[src/rtl/divider_taint_track_bitwise.sv]
// Restoring unsigned divider with bit-level taint tracking.
// Runs in constant time: one LOAD cycle, WIDTH iteration cycles, one DONE cycle.
// Taint travels with the data bits. A step whose compare depends on tainted
// bits taints its quotient bit and the whole partial remainder.
//
// Handshake: start is sampled only in IDLE. busy is high from the cycle after
// that sample until the result is ready. done is a single-cycle pulse, and
// quotient/remainder stay stable from that pulse until the next division
// completes. start/start_t are ignored while busy or done is high.
module divider_taint_track_bitwise #(
  parameter int WIDTH = 32
) (
  input  logic             clk,
  input  logic             rst,
  input  logic             start,
  input  logic             start_t,
  input  logic [WIDTH-1:0] dividend,
  input  logic [WIDTH-1:0] dividend_t,
  input  logic [WIDTH-1:0] divisor,
  input  logic [WIDTH-1:0] divisor_t,
  output logic [WIDTH-1:0] quotient,
  output logic [WIDTH-1:0] quotient_t,
  output logic [WIDTH-1:0] remainder,
  output logic [WIDTH-1:0] remainder_t,
  output logic             busy,
  output logic             busy_t,
  output logic             done,
  output logic             done_t,
  output logic [1:0]       o_dbg_state
);

  localparam int CW = $clog2(WIDTH + 1);

  typedef enum logic [1:0] {
    S_IDLE = 2'd0,
    S_LOAD = 2'd1,
    S_ITER = 2'd2,
    S_DONE = 2'd3
  } state_t;

  state_t           r_state;
  logic [CW-1:0]    r_cnt;
  logic [WIDTH-1:0] r_rem;
  logic [WIDTH-1:0] r_rem_t;
  logic [WIDTH-1:0] r_quo;
  logic [WIDTH-1:0] r_quo_t;
  logic [WIDTH-1:0] r_dsr;
  logic [WIDTH-1:0] r_dsr_t;
  logic             r_ctrl_t;
  logic             r_busy;
  logic             r_done;
  logic [WIDTH-1:0] r_q_out;
  logic [WIDTH-1:0] r_q_out_t;
  logic [WIDTH-1:0] r_r_out;
  logic [WIDTH-1:0] r_r_out_t;

  logic [WIDTH:0]   w_rem_sh;
  logic [WIDTH:0]   w_rem_sh_t;
  logic [WIDTH-1:0] w_diff;
  logic             w_sub;
  logic             w_ct;
  logic             w_acc;
  logic [WIDTH-1:0] w_carry_t;
  logic [WIDTH-1:0] w_rem_nx;
  logic [WIDTH-1:0] w_rem_t_nx;
  logic [WIDTH-1:0] w_quo_nx;
  logic [WIDTH-1:0] w_quo_t_nx;

  // One restoring step. The compare is WIDTH+1 bits wide so the shifted
  // remainder never overflows. Only the low WIDTH bits of the difference are
  // kept, because a successful subtract always leaves a value below the divisor.
  always_comb begin
    w_rem_sh   = {r_rem, r_quo[WIDTH-1]};
    w_rem_sh_t = {r_rem_t, r_quo_t[WIDTH-1]};
    w_sub      = (w_rem_sh >= {1'b0, r_dsr});
    w_diff     = w_rem_sh[WIDTH-1:0] - r_dsr;
    w_ct       = (|w_rem_sh_t) | (|r_dsr_t);
    w_acc      = 1'b0;
    w_carry_t  = '0;
    for (int i = 0; i < WIDTH; i++) begin
      w_acc        = w_acc | w_rem_sh_t[i] | r_dsr_t[i];
      w_carry_t[i] = w_acc;
    end
    w_rem_nx   = w_sub ? w_diff : w_rem_sh[WIDTH-1:0];
    if (w_ct) begin
      w_rem_t_nx = '1;
    end else if (w_sub) begin
      w_rem_t_nx = w_carry_t;
    end else begin
      w_rem_t_nx = w_rem_sh_t[WIDTH-1:0];
    end
    w_quo_nx   = {r_quo[WIDTH-2:0], w_sub};
    w_quo_t_nx = {r_quo_t[WIDTH-2:0], w_ct};
  end

  // Control FSM, datapath registers and registered status outputs.
  always_ff @(posedge clk or negedge rst) begin
    if (!rst) begin
      r_state   <= S_IDLE;
      r_cnt     <= '0;
      r_rem     <= '0;
      r_rem_t   <= '0;
      r_quo     <= '0;
      r_quo_t   <= '0;
      r_dsr     <= '0;
      r_dsr_t   <= '0;
      r_ctrl_t  <= 1'b0;
      r_busy    <= 1'b0;
      r_done    <= 1'b0;
      r_q_out   <= '0;
      r_q_out_t <= '0;
      r_r_out   <= '0;
      r_r_out_t <= '0;
    end else begin
      case (r_state)
        S_IDLE: begin
          if (start) begin
            r_state  <= S_LOAD;
            r_ctrl_t <= start_t;
            r_busy   <= 1'b1;
          end
        end
        S_LOAD: begin
          r_quo   <= dividend;
          r_quo_t <= dividend_t;
          r_dsr   <= divisor;
          r_dsr_t <= divisor_t;
          r_rem   <= '0;
          r_rem_t <= '0;
          r_cnt   <= CW'(WIDTH);
          r_state <= S_ITER;
        end
        S_ITER: begin
          r_rem   <= w_rem_nx;
          r_rem_t <= w_rem_t_nx;
          r_quo   <= w_quo_nx;
          r_quo_t <= w_quo_t_nx;
          r_cnt   <= r_cnt - CW'(1);
          if (r_cnt == CW'(1)) begin
            r_state   <= S_DONE;
            r_busy    <= 1'b0;
            r_done    <= 1'b1;
            r_q_out   <= w_quo_nx;
            r_q_out_t <= w_quo_t_nx;
            r_r_out   <= w_rem_nx;
            r_r_out_t <= w_rem_t_nx;
          end
        end
        S_DONE: begin
          r_done  <= 1'b0;
          r_state <= S_IDLE;
        end
        default: r_state <= S_IDLE;
      endcase
    end
  end

  assign quotient    = r_q_out;
  assign remainder   = r_r_out;
  assign quotient_t  = r_q_out_t | {WIDTH{r_ctrl_t}};
  assign remainder_t = r_r_out_t | {WIDTH{r_ctrl_t}};
  assign busy        = r_busy;
  assign busy_t      = r_busy & r_ctrl_t;
  assign done        = r_done;
  assign done_t      = r_done & r_ctrl_t;
  assign o_dbg_state = r_state;

endmodule

[config.mk]
export PLATFORM = sky130hd
export DESIGN_NAME = divider_taint_track_bitwise
export DESIGN_NICKNAME = d
export VERILOG_FILES = /design/src/rtl/divider_taint_track_bitwise.sv
export SDC_FILE = /design/constraint.sdc
export NUM_CORES = 1
export LEC_CHECK = 0
export ABC_AREA = 1
export CAP_MARGIN = 25
export CORE_ASPECT_RATIO = 1.5
export CORE_MARGIN = 2
export CORE_UTILIZATION = 25
export CTS_CLUSTER_SIZE = 14
export DETAILED_ROUTE_END_ITERATION = 6
export SYNTH_ARGS = -nofsm -noshare
export SYNTH_HDL_FRONTEND = slang
export SYNTH_SLANG_ARGS = --single-unit
[constraint.sdc]
create_clock -name clk -period 2.6 [get_ports clk]
set_input_delay 0.52 -clock clk [delete_from_list [all_inputs] [get_ports clk]]
set_output_delay 0.52 -clock clk [all_outputs]
set_load 0.02 [all_outputs]
==> metrics.txt, run 1 <==
DR iter-0 viols 638; # IOs 266; Post-Syn Area 16400 µm²; # rows 115; number of global-route vias before repair approximately 14000; Vias/cell 4.31; Die Y approximately 320 µm; initial antenna violation count 3; post-route cell area 21500 µm²; most common cell after layout, fill and taps aside nand2_1; r2r endpoint remainder[7]; die width 213 µm; drt total wl ~49000 µm; worst r2r path cells 12; DP HPWL roughly 36000 µm; Sum Neg Setup Slack 0 ps; Setup Skew 30.5 ps; RePlAce Congestion around 0.9; sw frac 41.3%; Seq/Total Area, Yosys 50.5%; RSZ-0062 raised after global routing false; Syn Nets 2164; Final ANT Viol Nets 0; htree depth 2; Pint 14.4 mW; Peak Freq 0.407 GHz; Synth Register Bits 331; VDD IR max 0.668 mV; Final setup viols 0; Syn Inst Count between 1500 and 2000; Critical Path RT about 2100 ps; core area 65300 µm²; CP startpoint kind flip-flop; Initial Util 25.1%; sequential power share 32.1%; FF-to-FF setup slack 160 ps; worst-path fanout max 34; Worst-Margin Slew 755 ps; clk sinks 331; P_leak 11.0 nW; Pwr Density around 1100 nW/µm²; Worst EP arrival a little under 2000 ps; worst setup margin 141 ps; Ys Warns 0; Final Total Pwr 24.6 mW; layout cell share with drive strength beyond 1 10.5%; Synth Area per Inst 8.24 µm²; clk_lat worst skew 570 ps; GRT Total Usage 14.7%; total gr overflow 0; reg2reg start r_rem[30]; Fill cells approximately 6900; status finished, final reports clean; Layout area overhead 31.3%; Distinct cells, synth 38; post-place setup slack 163 ps; pin count of the biggest net entering global routing 70; Via Count 13600; Comb power frac a little under half; root buf cell clkbuf_16; full die area 67700 µm²; Crit Path Class reg2out; Slew HR 49.6%; Tmin final 2460 ps; clock transition at the registers of the reported paths 60 ps; WL/cell about 15 µm; port bufs 265; first-pass GRT wire length 77900 µm; final hold violations 0; CTS buffer count 36; CTS tree built; 1st-pass router iterations 7; max-slew violations 0; Clock power frac a little over a fifth; commonest non-fill, non-tap cells in the layout nand2_1, dfrtp_1, inv_1; Worst Hold Class in2async; Max-cap violations 0; DP Area roughly 20000 µm²; layout net count 2432; CTS max path bufs 3; Final period util between 90 and 100%; Psw 10.1 mW; Critical Path End Type primary output; DRC 0
## worst max path at each step
stage	from	cells past startpoint	slack, ps	to
floorplan	o_dbg_state[0]	8	600	r_quo[10]
global placement	r_rem[18]	13	170	remainder[7]
detailed placement	r_rem[16]	11	160	remainder[20]
CTS	r_ctrl_t	3	2	quotient_t[9]
global route	r_quo[31]	15	3	r_rem[24]
finish	r_ctrl_t	4	140	remainder_t[7]
## synth_stat cells
master      n  share of area (%)
nand3b_1    5               0.23
nor2_4      2               0.14
buf_1       4              0.091
and2_1      8               0.31
nor2_1     45                1.0
dfrtp_1   331                 50
nand2_2     4               0.15
a21oi_1    23               0.70
nand4_1    14               0.53
a21o_1      1              0.046
fa_1        1               0.12
xnor2_1    15               0.80
clkbuf_1   66                1.5
a31oi_1     1              0.038
o21bai_1    1              0.046
or2_2      31                1.2
clkinv_1    3              0.069
buf_2       7               0.21
inv_1     289                6.6
nand4_4     1               0.13
buf_6       9               0.62
nor3_1      7               0.21
nor2_2     10               0.38
or2_0       1              0.038
nor3_2      1              0.061
inv_2       9               0.21
o21ai_0   132                4.0
nand3_2    30                1.8
o221ai_1   61                3.3
nand2_1   681                 16
mux2_2     33                2.3
xor2_1      2               0.11
o22ai_1     1              0.038
nand2_4     1              0.069
nand3_1   103                3.1
ha_1       39                3.0
nor4_1     18               0.69
o211ai_1    2              0.091
## layout make-up
| cell class | instances | area, µm² | area share (%) |
|---|---|---|---|
| Clock buffer | 48 | 1020 | 4.72 |
| Inverter | 301 | 1130 | 5.26 |
| Antenna cell | 2 | 5.00 | 0.0232 |
| Sequential cell | 331 | 8280 | 38.4 |
| Tap cell | 877 | 1100 | 5.09 |
| Clock inverter | 16 | 203 | 0.941 |
| Timing Repair Buffer | 316 | 3170 | 14.7 |
| Multi-Input combinational cell | 1274 | 6640 | 30.8 |
## worst max-delay path: stages, from the launching register on
cell and delay (ps):
dfrtp_2 400, clkinv_1 90, buf_8 190, nand2_1 80, clkdlybuf4s50_1 590
## kinds of logic (layout without fill, tap and decap cells)
logic type | after synthesis | count (layout) | share of synthesized area (%)
compound gates | 222 | 222 | 8.24
other cells | 0 | 2 | 0
buf+inv | 387 | 681 | 9.32
flops | 331 | 331 | 50.5
simple gates | 962 | 962 | 25.7
fa+ha+maj | 40 | 40 | 3.10
xor+xnor | 17 | 17 | 0.907
mux | 33 | 33 | 2.26
## stage by stage
step / utilization (%) / std cells / hold WS, ps
global placement: 31.1 / 3090 / 457
CTS: 32.9 / 3156 / 454
finish: 33.0 / 3165 / 467
global route: 33.0 / 3165 / 476
floorplan: - / 1992 / 224
detailed placement: 31.1 / 3090 / 465
## routing by layer
layer,track usage [%],vias to the layer above,share of wire [%]
met5,0,-,0.029
met4,6.50,2,3.7
met3,3.25,83,5.8
met2,26.0,334,51
met1,16.9,6377,40
li1,-,6835,-
## power groups by stage
| stage | Sequential [mW] | Combinational (mW) | Clock (mW) |
|---|---|---|---|
| after global placement | 7.94 | 11.8 | 0 |
| final | 7.89 | 11.3 | 5.36 |
| after detailed placement | 7.98 | 11.9 | 0 |
| after global routing | 8.10 | 12.6 | 5.75 |
| after floorplan | 8.05 | 7.16 | 0 |
| after CTS | 7.89 | 11.5 | 5.54 |
## repair_timing
| action | in CTS | in global routing |
|---|---|---|
| gates cloned | 0 | 0 |
| buffers inserted | 1 | 7 |
| endpoints found under the setup margin | 64 | 57 |
| endpoints found under the hold margin | 46 | 0 |
| gates resized for setup | 56 | 6 |
| hold buffers | 1 | 0 |
No activity file was read; power rests on OpenSTA's default activity.
==> run 2: changes to the inputs <==
--- a/config.mk
+++ b/config.mk
@@ -8,8 +8,7 @@
 export ABC_AREA = 1
 export CAP_MARGIN = 25
 export CORE_ASPECT_RATIO = 1.5
-export CORE_MARGIN = 2
-export CORE_UTILIZATION = 25
+export CORE_UTILIZATION = 30
 export CTS_CLUSTER_SIZE = 14
 export DETAILED_ROUTE_END_ITERATION = 6
 export SYNTH_ARGS = -nofsm -noshare
==> constraint.sdc (replaced) <==
create_clock -name clk -period 3.2 [get_ports clk]
set_input_delay 0.64 -clock clk [delete_from_list [all_inputs] [get_ports clk]]
set_output_delay 0.64 -clock clk [all_outputs]
set_load 0.02 [all_outputs]
==> metrics.txt, run 2 (same netlist as run 1, synthesis figures left out) <==
pin count of the biggest net entering global routing 70 (unchanged); failing checks design-rule violations; 1st-pass router iterations 7 (unchanged); final hold violations 0 (unchanged); Initial Util 30.5% (+5.3 points); CP startpoint kind flip-flop; RePlAce Congestion 0.950 (+4.0%); Final period util 92.7%; VDD IR max 0.993 mV (+49%); Worst-Margin Slew 857 ps (+101 ps); GRT Total Usage 17.6% (+2.9 points); RSZ-0062 raised after global routing false; Critical Path Slowest Stage Cell clkdlybuf4s50_1; drt total wl 48300 µm (-1.2%); layout net count 2414 (-0.74%); P_leak 10.7 nW (-2.6%); Buf/Inv on CP 4 (+1); CTS tree built; DR iter-0 viols 592 (-7.2%); Via Count 13800 (+1.3%); Die Y 288 µm (-9.2%); Peak Freq 0.337 GHz; # rows 104 (-9.6%); Tmin final 2970 ps; max-slew violations 0 (unchanged); first-pass GRT wire length 76700 µm (-1.6%); Sum Neg Setup Slack 0 ps (unchanged); Psw 8.17 mW (-19%); DRC 11 (+11); Setup Skew 32.8 ps (+2.24 ps); DP HPWL 35400 µm (-1.2%); Critical Path RT 2560 ps (+480 ps); status finished, violations left; Crit Path Class reg2out; clk sinks 331 (unchanged); Worst EP arrival 2330 ps (+390 ps); root buf cell clkbuf_16; full die area 55700 µm² (-18%); Slew HR 42.9% (-6.8 points); Pint 11.9 mW (-17%); Clock power frac 21.4% (-0.4 points); layout cell share with drive strength beyond 1 9.44% (-1.1 points); worst-path fanout max 34 (unchanged); Inserted Diodes 0 (-2); commonest non-fill, non-tap cells in the layout nand2_1, dfrtp_1, inv_1; total gr overflow 0 (unchanged); Vias/cell 4.67 (+8.5%); core area 53900 µm² (-18%); htree depth 2 (unchanged); port bufs 265 (unchanged); CP Cell Sequence buf_6 -> clkinv_1 -> buf_4 -> nand2_1 -> clkdlybuf4s50_1; most common cell after layout, fill and taps aside nand2_1; # IOs 266 (unchanged); Final ANT Viol Nets 0 (unchanged); Comb power frac 46.6% (+0.5 points); clock transition at the registers of the reported paths 60 ps (about the same); Worst Hold Class in2async; sw frac 40.6% (-0.66 points); Max-cap violations 0 (unchanged); initial antenna violation count 1 (-2); max incr delay on CP 620 ps (+30 ps); Layout area overhead 28.6%; CTS buffer count 36 (unchanged); Pwr Density 953 nW/µm² (-16%); Finished Core Util 39.2% (+6.2 points); Final setup viols 0 (unchanged); sequential power share 32.0% (about the same); die width 193 µm (-9.5%); Post-CTS Setup Bufs 0 (-1); WL/cell 16.3 µm (+5.8%); clk_lat worst skew 560 ps (about the same); number of global-route vias before repair 14300 (+2.7%); delay-heaviest family, CP buffers and inverters; hold buffer count at cts 0 (-1); CTS max path bufs 3 (unchanged); Critical Path End Type primary output
-- run 2: changes by cell type in the layout (fill, tap and decap cells not counted), moves of 2 or more --
cell	before	now
dlymetal6s2s_1	4	0
clkdlybuf4s50_1	207	264
clkbuf_1	5	11
buf_4	35	25
diode_2	2	0
dlygate4sd2_1	53	0
clkinv_2	5	2
clkbuf_8	7	4
buf_12	14	7
inv_6	5	2
-- run 2: layer usage --
metal | vias up | global-route usage (%) | routed length, µm
met5 | - | 0 | 16
met4 | 2 | 6.72 | 1650
met3 | 81 | 4.13 | 2620
met2 | 305 | 32.8 | 25700
met1 | 6621 | 19.0 | 18400
li1 | 6800 | - | -
-- run 2: path summary, 6_finish.rpt --
path | startpoint | endpoint | slack [ps] | cells after the start
worst min register to register | r_q_out_t[23] | r_q_out_t[23] | 480 | 2
worst min-delay path | rst | r_quo_t[16] | 30 | 1
min in group clk | r_q_out_t[23] | r_q_out_t[23] | 480 | 2
worst max-delay path | r_ctrl_t | remainder_t[26] | 230 | 5
max in group asynchronous | rst | r_dsr_t[6] | 2350 | 2
worst max register to register | r_rem[1] | remainder[28] | 560 | 14
-- run 2: power groups by stage --
stage               logic (mW)  registers (mW)  clock network [mW]
detailed placement        9.47            6.50                   0
global placement          9.34            6.44                   0
floorplan                 5.82            6.54                   0
CTS                       9.50            6.44                4.45
global route              10.3            6.61                4.60
finish                    9.36            6.44                4.31
-- run 2: area by class of cell --
type,instances,area [µm²]
clock buffer,51,997
clock inverter,12,200
fill,5511,32800
inverter,301,1130
multi-input combinational,1274,6630
sequential,331,8280
tap,689,862
timing repair buffer,298,3000
-- run 2: per-stage QoR --
stage	total power, mW	setup WS [ps]	hold slack, ps	cell area, µm²	instances
4_1_cts	20.4	57.4	17.7	21100	2956
6_report	20.1	232	27.2	21100	2956
2_1_floorplan	12.4	1200	344	16400	1992
3_5_place_dp	16.0	576	465	19900	2893
3_3_place_gp	15.8	620	458	19900	2893
5_1_grt	21.5	68.8	44.1	21100	2956
-- run 2: repair_timing --
action	CTS	global route
endpoints found under the hold margin	0	0
resized for setup	0	1
endpoints found under the setup margin	0	13
==> run 3: changes to the inputs <==
--- a/config.mk
+++ b/config.mk
@@ -11,6 +11,7 @@
 export CORE_UTILIZATION = 30
 export CTS_CLUSTER_SIZE = 14
 export DETAILED_ROUTE_END_ITERATION = 6
+export PLACE_DENSITY = 0.62
 export SYNTH_ARGS = -nofsm -noshare
 export SYNTH_HDL_FRONTEND = slang
 export SYNTH_SLANG_ARGS = --single-unit
==> constraint.sdc (replaced) <==
create_clock -name clk -period 2.6 [get_ports clk]
set_input_delay 0.52 -clock clk [delete_from_list [all_inputs] [get_ports clk]]
set_output_delay 0.52 -clock clk [all_outputs]
set_load 0.02 [all_outputs]
==> metrics.txt, run 3 (same netlist as run 1, synthesis figures left out) <==
status finished, violations left; failing checks design-rule violations; pin count of the biggest net entering global routing 76 (+8.6%); first-pass GRT wire length 75500 µm (-1.5%); Final Total Pwr 24.6 mW (+22%); Critical Path Slowest Stage Cell clkdlybuf4s50_1; initial antenna violation count 2 (+1); final hold violations 0 (unchanged); commonest non-fill, non-tap cells in the layout nand2_1, dfrtp_1, inv_1; Via Count 13900 (+0.47%); Die Y 288 µm (unchanged); Fin Hold WS 477 ps (+450 ps); sequential power share 32.2% (+0.2 points); post-route cell area 21300 µm² (+0.74%); Pint 14.5 mW (+22%); worst setup margin 129 ps (-103 ps); P_leak 10.9 nW (+1.5%); port bufs 265 (unchanged); Vias/cell 4.67 (about the same); max-slew violations 0 (unchanged); core area 53900 µm² (unchanged); Fill cells 5552 (+0.74%); WL/cell 16.1 µm (-1.7%); Crit Path Class reg2out; # rows 104 (unchanged); CP startpoint kind flip-flop; Pwr Density 1160 nW/µm² (+21%); DRC 11 (unchanged); Comb power frac 46.7% (about the same); RePlAce Congestion 0.917 (-3.4%); Final setup viols 0 (unchanged); Final ANT Viol Nets 0 (unchanged); Initial Util 30.5% (unchanged); total gr overflow 0 (unchanged); drt total wl 47700 µm (-1.3%); DP HPWL 35800 µm (+1.1%); GRT Total Usage 17.4% (-0.21 points); # IOs 266 (unchanged); CTS tree built; clk sinks 331 (unchanged); number of global-route vias before repair 14200 (-0.71%); max incr delay on CP 610 ps (about the same); CTS max path bufs 3 (unchanged); full die area 55700 µm² (unchanged); layout net count 2424 (+0.41%); Critical Path RT 2080 ps (-480 ps); Peak Freq 0.405 GHz; htree depth 2 (unchanged); Worst-Margin Slew 640 ps (-217 ps); Buf/Inv on CP 3 (-1); CTS buffer count 36 (unchanged); Final period util 95.0%; Clock power frac 21.0% (-0.4 points); DR iter-0 viols 652 (+10%); Tmin final around 2500 ps; Worst Hold Class reg2reg; total area of sequential cells 8280 µm² (unchanged); worst-path fanout max 33 (-2.9%); most common cell after layout, fill and taps aside nand2_1; CP Cell Sequence buf_8 -> nand2_1 -> inv_1 -> clkdlybuf4s50_1; fin cells 2968 (+0.41%); dpl cells 2902 (+0.31%); Slew HR 57.3% (+14 points); die width 193 µm (unchanged); root buf cell clkbuf_16; Critical Path End Type primary output; multi-input logic area 6650 µm² (+0.36%); 1st-pass router iterations 7 (unchanged); layout cell share with drive strength beyond 1 10.3% (+0.88 points); Setup Skew 25.4 ps (-7.40 ps); delay-heaviest family, CP buffers and inverters; clk_lat worst skew 550 ps (about the same); sw frac 40.8% (+0.19 points); post-place setup slack 104 ps (-472 ps); Max-cap violations 0 (unchanged); Worst EP arrival 1950 ps (-380 ps); VDD IR max 0.700 mV (-29%); DP Area 20100 µm² (+0.78%); Psw 10.0 mW (+23%); clock transition at the registers of the reported paths 60 ps (about the same); Layout area overhead 29.5%
==> run 3: cell types whose count changed in the layout (fill, tap and decap cells not counted), moves of 2 or more <==
cell / delta
clkdlybuf4s50_1: -31
clkinv_2: +6
buf_12: +7
dlygate4sd2_1: +31
nand2_1: -2
nand2_2: +2
clkbuf_1: -5
==> run 3: stage by stage <==
stage	utilization (%)	TNS (ps)
2_1_floorplan	-	0
5_1_grt	39.5	-7.69
6_report	39.5	0
3_3_place_gp	37.2	0
3_5_place_dp	37.2	0
4_1_cts	39.4	0
==> run 3: path summary, 6_finish.rpt <==
kind	startpoint	endpoint	slack, ps	depth (start not counted)
worst max-delay path	r_ctrl_t	done_t	130	4
worst min-delay path	r_q_out_t[12]	r_q_out_t[12]	480	2
worst max register to register	r_dsr[2]	remainder[31]	190	15
worst min register to register	r_q_out_t[12]	r_q_out_t[12]	480	2
max in group asynchronous	rst	r_dsr[8]	1340	3
min in group asynchronous	rst	r_quo_t[17]	530	2
==> run 3: timing repair <==
action	CTS	global route
hold endpoints to repair	60	0
gates resized for setup	32	11
endpoints found under the setup margin	61	94
setup buffers	0	0
hold buffers	1	0
==> run 3: metal layers <==
metal / share of wire (%) / GRT usage, % / wire length [µm] / vias up
li1: - / - / - / 6797
met1: 37 / 18.6 / 17500 / 6649
met2: 53 / 32.3 / 25400 / 332
met3: 6.2 / 4.25 / 2940 / 94
met4: 3.8 / 6.84 / 1800 / 2
met5: 0.036 / 0 / 17 / -
==> run 3: worst reg2reg max path: cells and delay by family (launching register included) <==
kind | cells | cell delay, ps
AO/OA/AOI/OAI | 1 | 200
adder cells (fa/ha/maj) | 1 | 330
buffers and inverters | 2 | 270
flip-flops | 1 | 360
AND/OR/NAND/NOR | 11 | 1150
==> run 3: final cells by class <==
cell class                      instances  share of cell area [%]
Inverter                              301                    5.34
Clock buffer                           46                    4.60
Tap cell                              689                    4.06
Clock inverter                         18                   0.977
Multi-Input combinational cell       1274                    31.3
Timing Repair Buffer                  308                    14.7
Sequential cell                       331                    39.0
Antenna cell                            1                  0.0118
==> run 3: power groups by stage <==
stage	combinational, mW	clock (mW)	sequential (mW)
2_1_floorplan	7.16	0	8.05
3_3_place_gp	11.6	0	7.91
3_5_place_dp	11.8	0	7.99
4_1_cts	11.6	5.34	7.92
5_1_grt	12.7	5.52	8.12
6_report	11.5	5.17	7.91
